[config.mk]
export PLATFORM = sky130hd
export DESIGN_NAME = sync_fifo_fwft_flat
export DESIGN_NICKNAME = d
export VERILOG_FILES = /design/src/rtl/sync_fifo_fwft_if.sv /design/src/rtl/sync_fifo_fwft.sv /design/src/flat_wrapper.sv
export SDC_FILE = /design/constraint.sdc
export NUM_CORES = 1
export LEC_CHECK = 0
export BUFFER_PORTS_ARGS = -buffer_cell sky130_fd_sc_hd__clkbuf_2
export CORE_MARGIN = 4
export CORE_UTILIZATION = 39
export DETAILED_ROUTE_END_ITERATION = 7
export PLACE_DENSITY = 0.53
export SETUP_SLACK_MARGIN = 0.2
export SKIP_CTS_REPAIR_TIMING = 1
export SLEW_MARGIN = 20
export SYNTH_ARGS = -nofsm -noshare
export SYNTH_HDL_FRONTEND = slang
export SYNTH_SLANG_ARGS = --single-unit
[constraint.sdc]
create_clock -name i_clk -period 4 [get_ports i_clk]
set_clock_uncertainty 0.2 [all_clocks]
set_input_delay 1 -clock i_clk [delete_from_list [all_inputs] [get_ports i_clk]]
set_output_delay 1 -clock i_clk [all_outputs]
set_load 0.05 [all_outputs]
[src/rtl/sync_fifo_fwft_if.sv]
// Producer/consumer-side bundle for sync_fifo_fwft; the FIFO uses the slave
// modport, the surrounding logic uses master.
interface sync_fifo_fwft_if #(
    parameter int P_DATA_WIDTH = 8,
    parameter int P_CNT_WIDTH  = 5
);
    logic                    i_wren;
    logic [P_DATA_WIDTH-1:0] i_wdata;
    logic                    i_rden;
    logic [P_DATA_WIDTH-1:0] o_rdata;
    logic                    o_rddata_valid;
    logic                    o_fifo_full;
    logic                    o_fifo_empty;
    logic [P_CNT_WIDTH-1:0]  i_cfg_almost_full;
    logic [P_CNT_WIDTH-1:0]  i_cfg_almost_empty;
    logic                    o_fifo_almost_full;
    logic                    o_fifo_almost_empty;
    logic [P_CNT_WIDTH-1:0]  o_fifo_level;
    logic                    i_err_clr;
    logic                    o_overflow;
    logic                    o_underflow;

    modport master (
        output i_wren, i_wdata, i_rden, i_cfg_almost_full, i_cfg_almost_empty, i_err_clr,
        input  o_rdata, o_rddata_valid, o_fifo_full, o_fifo_empty, o_fifo_almost_full,
               o_fifo_almost_empty, o_fifo_level, o_overflow, o_underflow
    );

    modport slave (
        input  i_wren, i_wdata, i_rden, i_cfg_almost_full, i_cfg_almost_empty, i_err_clr,
        output o_rdata, o_rddata_valid, o_fifo_full, o_fifo_empty, o_fifo_almost_full,
               o_fifo_almost_empty, o_fifo_level, o_overflow, o_underflow
    );
endinterface

[src/rtl/sync_fifo_fwft.sv]
// Single-clock FIFO, arbitrary depth, standard or FWFT read, flags from a registered level.
// Define SYNC_FIFO_ERR_FLAGS_EN to get sticky overflow/underflow flags.
module sync_fifo_fwft #(
    parameter int P_DATA_WIDTH = 8,
    parameter int P_FIFO_DEPTH = 16,
    parameter int P_FWFT       = 0,
    parameter int P_CNT_WIDTH  = $clog2(P_FIFO_DEPTH + 1)
) (
    input  logic            i_clk,
    input  logic            i_rst_n,
    sync_fifo_fwft_if.slave bus
);
    localparam int PW = (P_FIFO_DEPTH > 1) ? $clog2(P_FIFO_DEPTH) : 1;
    localparam logic [PW-1:0]          PTR_LAST = PW'(P_FIFO_DEPTH - 1);
    localparam logic [P_CNT_WIDTH-1:0] LVL_FULL = P_CNT_WIDTH'(P_FIFO_DEPTH);

    logic [P_DATA_WIDTH-1:0] mem_q [P_FIFO_DEPTH];
    logic [PW-1:0]           wr_ptr_q, wr_ptr_d, rd_ptr_q, rd_ptr_d;
    logic [P_CNT_WIDTH-1:0]  level_q, level_d;
    logic                    full, empty, wr_acc, rd_acc;

    // Blocking is judged on the registered state only; a same-cycle pop never frees a slot.
    assign full   = (level_q == LVL_FULL);
    assign empty  = (level_q == '0);
    assign wr_acc = bus.i_wren & ~full;
    assign rd_acc = bus.i_rden & ~empty;

    always_comb begin
        wr_ptr_d = wr_ptr_q;
        rd_ptr_d = rd_ptr_q;
        level_d  = level_q;
        if (wr_acc) wr_ptr_d = (wr_ptr_q == PTR_LAST) ? '0 : wr_ptr_q + PW'(1);
        if (rd_acc) rd_ptr_d = (rd_ptr_q == PTR_LAST) ? '0 : rd_ptr_q + PW'(1);
        if (wr_acc && !rd_acc)      level_d = level_q + P_CNT_WIDTH'(1);
        else if (rd_acc && !wr_acc) level_d = level_q - P_CNT_WIDTH'(1);
    end

    always_ff @(posedge i_clk or negedge i_rst_n) begin
        if (!i_rst_n) begin
            wr_ptr_q <= '0;
            rd_ptr_q <= '0;
            level_q  <= '0;
        end else begin
            wr_ptr_q <= wr_ptr_d;
            rd_ptr_q <= rd_ptr_d;
            level_q  <= level_d;
        end
    end

    always_ff @(posedge i_clk) begin
        if (wr_acc) mem_q[wr_ptr_q] <= bus.i_wdata;
    end

    assign bus.o_fifo_full         = full;
    assign bus.o_fifo_empty        = empty;
    assign bus.o_fifo_level        = level_q;
    assign bus.o_fifo_almost_full  = (level_q >= bus.i_cfg_almost_full);
    assign bus.o_fifo_almost_empty = (level_q <= bus.i_cfg_almost_empty);

    generate
        if (P_FWFT != 0) begin : g_fwft
            // Head word is shown as soon as it is stored; zeros when nothing is held.
            assign bus.o_rddata_valid = ~empty;
            assign bus.o_rdata        = empty ? '0 : mem_q[rd_ptr_q];
        end else begin : g_std
            logic [P_DATA_WIDTH-1:0] rdata_q;
            logic                    rvalid_q;
            always_ff @(posedge i_clk or negedge i_rst_n) begin
                if (!i_rst_n) begin
                    rdata_q  <= '0;
                    rvalid_q <= 1'b0;
                end else begin
                    rvalid_q <= rd_acc;
                    if (rd_acc) rdata_q <= mem_q[rd_ptr_q];
                end
            end
            assign bus.o_rdata        = rdata_q;
            assign bus.o_rddata_valid = rvalid_q;
        end
    endgenerate

`ifdef SYNC_FIFO_ERR_FLAGS_EN
    logic ovf_q, ovf_d, udf_q, udf_d;

    // A new violation in the clear cycle keeps the flag set.
    assign ovf_d = (bus.i_wren & full)  | (ovf_q & ~bus.i_err_clr);
    assign udf_d = (bus.i_rden & empty) | (udf_q & ~bus.i_err_clr);

    always_ff @(posedge i_clk or negedge i_rst_n) begin
        if (!i_rst_n) begin
            ovf_q <= 1'b0;
            udf_q <= 1'b0;
        end else begin
            ovf_q <= ovf_d;
            udf_q <= udf_d;
        end
    end

    assign bus.o_overflow  = ovf_q;
    assign bus.o_underflow = udf_q;
`else
    logic unused_err_clr;
    assign unused_err_clr  = bus.i_err_clr;
    assign bus.o_overflow  = 1'b0;
    assign bus.o_underflow = 1'b0;
`endif
endmodule

[src/flat_wrapper.sv]
// flat-port wrapper written by rule: the top's interface ports become plain ports
module sync_fifo_fwft_flat 
#(
    parameter int P_DATA_WIDTH = 8,
    parameter int P_FIFO_DEPTH = 16,
    parameter int P_FWFT       = 0,
    parameter int P_CNT_WIDTH  = $clog2(P_FIFO_DEPTH + 1)
)
  (i_clk, i_rst_n, bus_i_wren, bus_i_wdata, bus_i_rden, bus_i_cfg_almost_full, bus_i_cfg_almost_empty, bus_i_err_clr, bus_o_rdata, bus_o_rddata_valid, bus_o_fifo_full, bus_o_fifo_empty, bus_o_fifo_almost_full, bus_o_fifo_almost_empty, bus_o_fifo_level, bus_o_overflow, bus_o_underflow);
  sync_fifo_fwft_if #(.P_DATA_WIDTH(P_DATA_WIDTH), .P_CNT_WIDTH(P_CNT_WIDTH)) bus_i ();
  input  logic i_clk;
  input  logic i_rst_n;
  input wire logic [$bits(bus_i.i_wren)-1:0] bus_i_wren;
  input wire logic [$bits(bus_i.i_wdata)-1:0] bus_i_wdata;
  input wire logic [$bits(bus_i.i_rden)-1:0] bus_i_rden;
  input wire logic [$bits(bus_i.i_cfg_almost_full)-1:0] bus_i_cfg_almost_full;
  input wire logic [$bits(bus_i.i_cfg_almost_empty)-1:0] bus_i_cfg_almost_empty;
  input wire logic [$bits(bus_i.i_err_clr)-1:0] bus_i_err_clr;
  output wire logic [$bits(bus_i.o_rdata)-1:0] bus_o_rdata;
  output wire logic [$bits(bus_i.o_rddata_valid)-1:0] bus_o_rddata_valid;
  output wire logic [$bits(bus_i.o_fifo_full)-1:0] bus_o_fifo_full;
  output wire logic [$bits(bus_i.o_fifo_empty)-1:0] bus_o_fifo_empty;
  output wire logic [$bits(bus_i.o_fifo_almost_full)-1:0] bus_o_fifo_almost_full;
  output wire logic [$bits(bus_i.o_fifo_almost_empty)-1:0] bus_o_fifo_almost_empty;
  output wire logic [$bits(bus_i.o_fifo_level)-1:0] bus_o_fifo_level;
  output wire logic [$bits(bus_i.o_overflow)-1:0] bus_o_overflow;
  output wire logic [$bits(bus_i.o_underflow)-1:0] bus_o_underflow;
  assign bus_i.i_wren = bus_i_wren;
  assign bus_i.i_wdata = bus_i_wdata;
  assign bus_i.i_rden = bus_i_rden;
  assign bus_i.i_cfg_almost_full = bus_i_cfg_almost_full;
  assign bus_i.i_cfg_almost_empty = bus_i_cfg_almost_empty;
  assign bus_i.i_err_clr = bus_i_err_clr;
  assign bus_o_rdata = bus_i.o_rdata;
  assign bus_o_rddata_valid = bus_i.o_rddata_valid;
  assign bus_o_fifo_full = bus_i.o_fifo_full;
  assign bus_o_fifo_empty = bus_i.o_fifo_empty;
  assign bus_o_fifo_almost_full = bus_i.o_fifo_almost_full;
  assign bus_o_fifo_almost_empty = bus_i.o_fifo_almost_empty;
  assign bus_o_fifo_level = bus_i.o_fifo_level;
  assign bus_o_overflow = bus_i.o_overflow;
  assign bus_o_underflow = bus_i.o_underflow;
  sync_fifo_fwft #(.P_DATA_WIDTH(P_DATA_WIDTH), .P_FIFO_DEPTH(P_FIFO_DEPTH), .P_FWFT(P_FWFT), .P_CNT_WIDTH(P_CNT_WIDTH)) u_core (.i_clk(i_clk), .i_rst_n(i_rst_n), .bus(bus_i));
endmodule
== Yosys cells after proc, flatten, opt, wreduce, memory -nomap -nowiden ==
Memories as Yosys holds them, arrays and structs flattened. A register that Yosys moved wholly into a read port is not among the register bits.
Cells that the tools add are included.

* Multiplexer cells: 6
* Magnitude comparators: 2
* Add/subtract/negate cells: 4
* Shift-type cells: 0
* Div/mod/pow operators: 0
* Equality and inequality tests: 3
* Multiply operators: 0
* Bitwise logic cells: 4
* Reductions and logical operators: 7

{| class="wikitable"
|+ Operators with widths
! cell !! number
|-
| two-way mux 5 bit || 2
|-
| adder 4 x 1 -> 4 bit, second input constant || 2
|-
| equality test 4 bit, second input constant || 2
|-
| two-way mux 4 bit || 2
|-
| adder 5 x 1 -> 5 bit, second input constant || 1
|-
| equality test 5 bit, second input constant || 1
|-
| >= comparator 5 bit || 1
|-
| less-or-equal comparator 5 bit || 1
|-
| zero test 5 bit || 1
|-
| subtractor 5 x 1 -> 5 bit, second input constant || 1
|-
| zero test 1 bit || 3
|-
| AND 1 bit || 2
|-
| logical AND 1 bit || 2
|-
| two-way mux 1 bit || 2
|-
| NOT 1 bit || 2
|-
| nonzero test 2 bit || 1
|}

* Memories kept: 1
* Bits in writable memories: 128
* Bits in read-only memories: 0
* Flip-flop bits (word level): 14
* Word-level logic and storage cells: 31
* Bits of input ports: 23
* Latch bits: 0

{| class="wikitable"
|+ Memory list
! memory !! words !! width !! rd ports !! clocked after memory_dff !! write ports !! line !! RTL
|-
| u_core.mem_q || 16 || 8 || 1 || 1 || 1 || sync_fifo_fwft.sv:17 || <nowiki>logic [P_DATA_WIDTH-1:0] mem_q [P_FIFO_DEPTH];</nowiki>
|}

== Logic depth before layout (Yosys ltp) ==
* Depth after elaboration: 7
* Gate-level depth with buffers: 12
* Gate-level depth less buffers: 11

== Worst setup path before layout ==
No wires, ideal clock.

* Kind: input -> output
* Start: input bus_i_cfg_almost_empty[1]
* End: output bus_o_fifo_almost_empty
* Data arrival time: 2.661 ns
* Cell stages on the path: 7
* Path buffers: 0
* Setup slack: 0.139 ns
* Cells stage by stage: inv_1 -> ha_1 -> nor2b_1 -> o21a_1 -> o21a_1 -> o21a_1 -> o22ai_1

* Longest elaborated chain between the ends: 1

{| class="wikitable"
|+ RTL lines
! item !! line !! RTL
|-
| start, declared || flat_wrapper.sv:17 || <nowiki>input wire logic [$bits(bus_i.i_cfg_almost_empty)-1:0] bus_i_cfg_almost_empty;</nowiki>
|-
| less-or-equal comparator 5 bit || sync_fifo_fwft.sv:58 || <nowiki>assign bus.o_fifo_almost_empty = (level_q <= bus.i_cfg_almost_empty);</nowiki>
|-
| end, declared || flat_wrapper.sv:24 || <nowiki>output wire logic [$bits(bus_i.o_fifo_almost_empty)-1:0] bus_o_fifo_almost_empty;</nowiki>
|}

No other way between the ends.

== Final worst setup path ==
Ends and elaborated chain as after synthesis.

==> summary.md <==
| Metric | Value |
|---|---|
| Async set-reset flop share out of synthesis | `about 15%` |
| Final Cycle Share | `90.6%` |
| Critical Path Source | `bus_i_cfg_almost_empty[1]` |
| CP required | `roughly 2800 ps` |
| Worst-Skew Late Latency | `410 ps` |
| Final HPWL DP | `about 8000 um` |
| Overflow after GRT | `0` |
| Placed inst area | `a little under 7000 um^2` |
| TritonRoute pass-1 iters | `4` |
| Post-DR vias/cell | `5.13` |
| Layout cells sized above 1 | `just under 30%` |
| Final Hold Fails | `0` |
| Post-route ant nets | `0` |
| Crit path max fanout | `2` |
| Area delta synth->final | `16.9%` |
| Post-placement cell count | `roughly 600` |
| Gr usage total | `14.9%` |
| Yosys cell types | `35` |
| NumNets Final | `roughly 450` |
| N_diodes | `0` |
| Post-synth EDFFs | `128` |
| Cells after Synth | `around 350` |
| Port Buffers | `39` |
| Register area share after synthesis | `a little over two thirds` |
| Synth warn | `0` |
| Vias in the first global route | `3414` |
| Layout Cells excl Fill | `between 600 and 700` |
| Initial antenna violation count | `0` |
| Power Density | `between 700 and 800 nW/um^2` |
| DRT iter0 DRCs | `between 200 and 300` |
| Core area | `between 15000 and 20000 um^2` |
| Overall power | `about 5.4 mW` |
| Die area | `~18000 um^2` |
| XOR/XNOR share of the synthesized area | `less than 1%` |
| Vias | `around 3300` |
| Leakage power | `2.63 nW` |
| CTS H-tree depth | `4` |
| Largest family of logic cells by synthesized area | `multiplexers` |
| TritonCTS Buffers | `17` |
| Worst r2r src | `u_core.bus.o_fifo_level[0]` |
| I/O pins | `43` |
| Largest net degree at the start of global routing | `37` |
| Residual DRC | `0` |
| Design Area, Final | `roughly 7300 um^2` |
| CTS Sinks | `150` |
| Synthesized cell area | `roughly 6300 um^2` |
| Fmax | `276 MHz` |
| Slew Viols, Final | `0` |
| Number of setup violations in the final report | `0` |
| Arrival time worst endpoint | `between 2000 and 2500 ps` |
| Hold_sp | `u_core.bus.o_rdata[6]` |
| FF-to-FF setup slack | `between 700 and 800 ps` |
| Post-Synth Simple-Gate Area | `3.52%` |
| Critical path startpoint category | `primary input` |
| Hold Path Class | `reg2reg` |
| Most used DFF post-synth | `edfxtp_1` |
| Worst setup EP type | `output pin` |
| Sum Neg Setup Slack | `0 ps` |
| Routed WL | `about 13000 um` |
| WS Path Type | `in2out` |
| Adder-Cell Fraction of Synth Area | `under 10%` |
| Chip Height | `around 130 um` |
| Die Wd | `approximately 130 um` |
| Mux contribution to synthesized area | `between 10% and 20%` |
| Clk root buf | `clkbuf_16` |
| First-pass GRT wire length | `19700 um` |
| FP Rows | `between 40 and 50` |
| Status | `complete, no violations` |
| Max Root-Sink Buffers | `2` |
| Slew HR | `a little under two fifths` |
| Worst vdd ir | `around 0.46 mV` |
| Synth Area in Compound Gates | `4.65%` |
| Tightest Pin Transition | `around 940 ps` |
| Routed len/inst | `approximately 20 um` |
| Post-synthesis register bit count | `150` |
| Tmin final | `~3600 ps` |
| CTS tree | `done` |
| Clock slew at reported path FFs | `60 ps` |
| GPL Wtd Cong | `about 0.75` |
| RSZ-0062 raised after global routing | `no` |
| Avg Inst Size Synth | `around 18 um^2` |
| Max-cap violations | `0` |
| Initial Util | `approximately 40%` |
-- synthesized netlist by cell type (5+ instances only) --
cell type  number  area [um^2]
nand2_1        10         37.5
nor3_1          5         25.0
mux2_2          9          101
clkbuf_1        5         18.8
o22ai_1        17          106
mux4_1         10          263
ha_1           19          238
xnor2_1         6         52.6
inv_1          14         52.6
mux4_2         22          495
a21oi_1        13         65.1
dfrtp_1        22          551
buf_2           5         25.0
o21ai_0         7         35.0
edfxtp_1      128         3840
nor2_1         17         63.8
-- flip-flops by register name, summed over array words and instances (netlist names) --
register,flops
u_core.bus.o_fifo_level,5
u_core.bus.o_rddata_valid,1
u_core.rd_ptr_q,4
u_core.bus.o_rdata,8
u_core.mem_q,128
u_core.wr_ptr_q,4
-- where the power goes --
part | internal (mW) | switching (mW) | leakage (nW)
combinational | 0.742 | 1.01 | 0.958
clock | 0.913 | 0.583 | 0.262
sequential | 1.93 | 0.222 | 1.41
total | 3.59 | 1.82 | 2.63
-- path summary, 6_finish.rpt --
kind / depth (start not counted) / end
hold / removal: 2 / u_core.bus.o_rdata[6]
setup / recovery: 9 / bus_o_fifo_almost_empty
setup reg to reg: 11 / u_core.bus.o_fifo_level[4]
hold reg to reg: 2 / u_core.bus.o_rdata[6]
min in group asynchronous: 1 / u_core.bus.o_fifo_level[0]
max in group asynchronous: 1 / u_core.rd_ptr_q[0]
-- layout by cell type, fill, tap and decap left out, drive strengths merged, types with 10 or more instances in the layout --
cell / instances
mux2: 10
inv: 15
buf: 18
a21oi: 13
nor2: 17
ha: 19
edfxtp: 128
clkbuf: 61
o22ai: 17
dfrtp: 22
mux4: 32
nand2: 11
-- metrics by stage --
stage	setup slack, ps	utilization (%)	hold WS (ps)
global placement	397	42.8	357
floorplan	220	-	324
detailed placement	374	42.8	364
CTS	363	46.3	381
global route	297	46.3	406
finish	377	46.3	374
-- critical path, stage by stage --
cell      delay [ps]
clkbuf_2          80
inv_1             30
ha_1             280
nor2b_1          140
o21a_1           160
o21a_1           160
o21a_1           170
o22ai_2          110
clkbuf_2         290
-- cells by family after synthesis --
kind of cell / Yosys count
DFF: 150
muxes: 42
AOI/OAI and AO/OA: 47
other: 1
adders and majority gates: 20
and+or+nand+nor: 47
xor gates and xnor gates: 7
buffers and inverters: 33
-- area by class of cell --
class / count / area, um^2
Fill cell: 1390 / 8510
Tap cell: 216 / 270
Multi-Input combinational cell: 165 / 1720
Sequential cell: 150 / 4400
Clock buffer: 22 / 444
Clock inverter: 10 / 110
Inverter: 14 / 52.6
Timing Repair Buffer: 57 / 330
-- per-layer routing --
metal  track usage, %  part of all wire (%)
met1             20.1                    45
met5                0                     0
met2             23.7                    48
met4             5.09                   1.5
met3             3.61                   5.1
No activity file was read; power rests on OpenSTA's default activity.
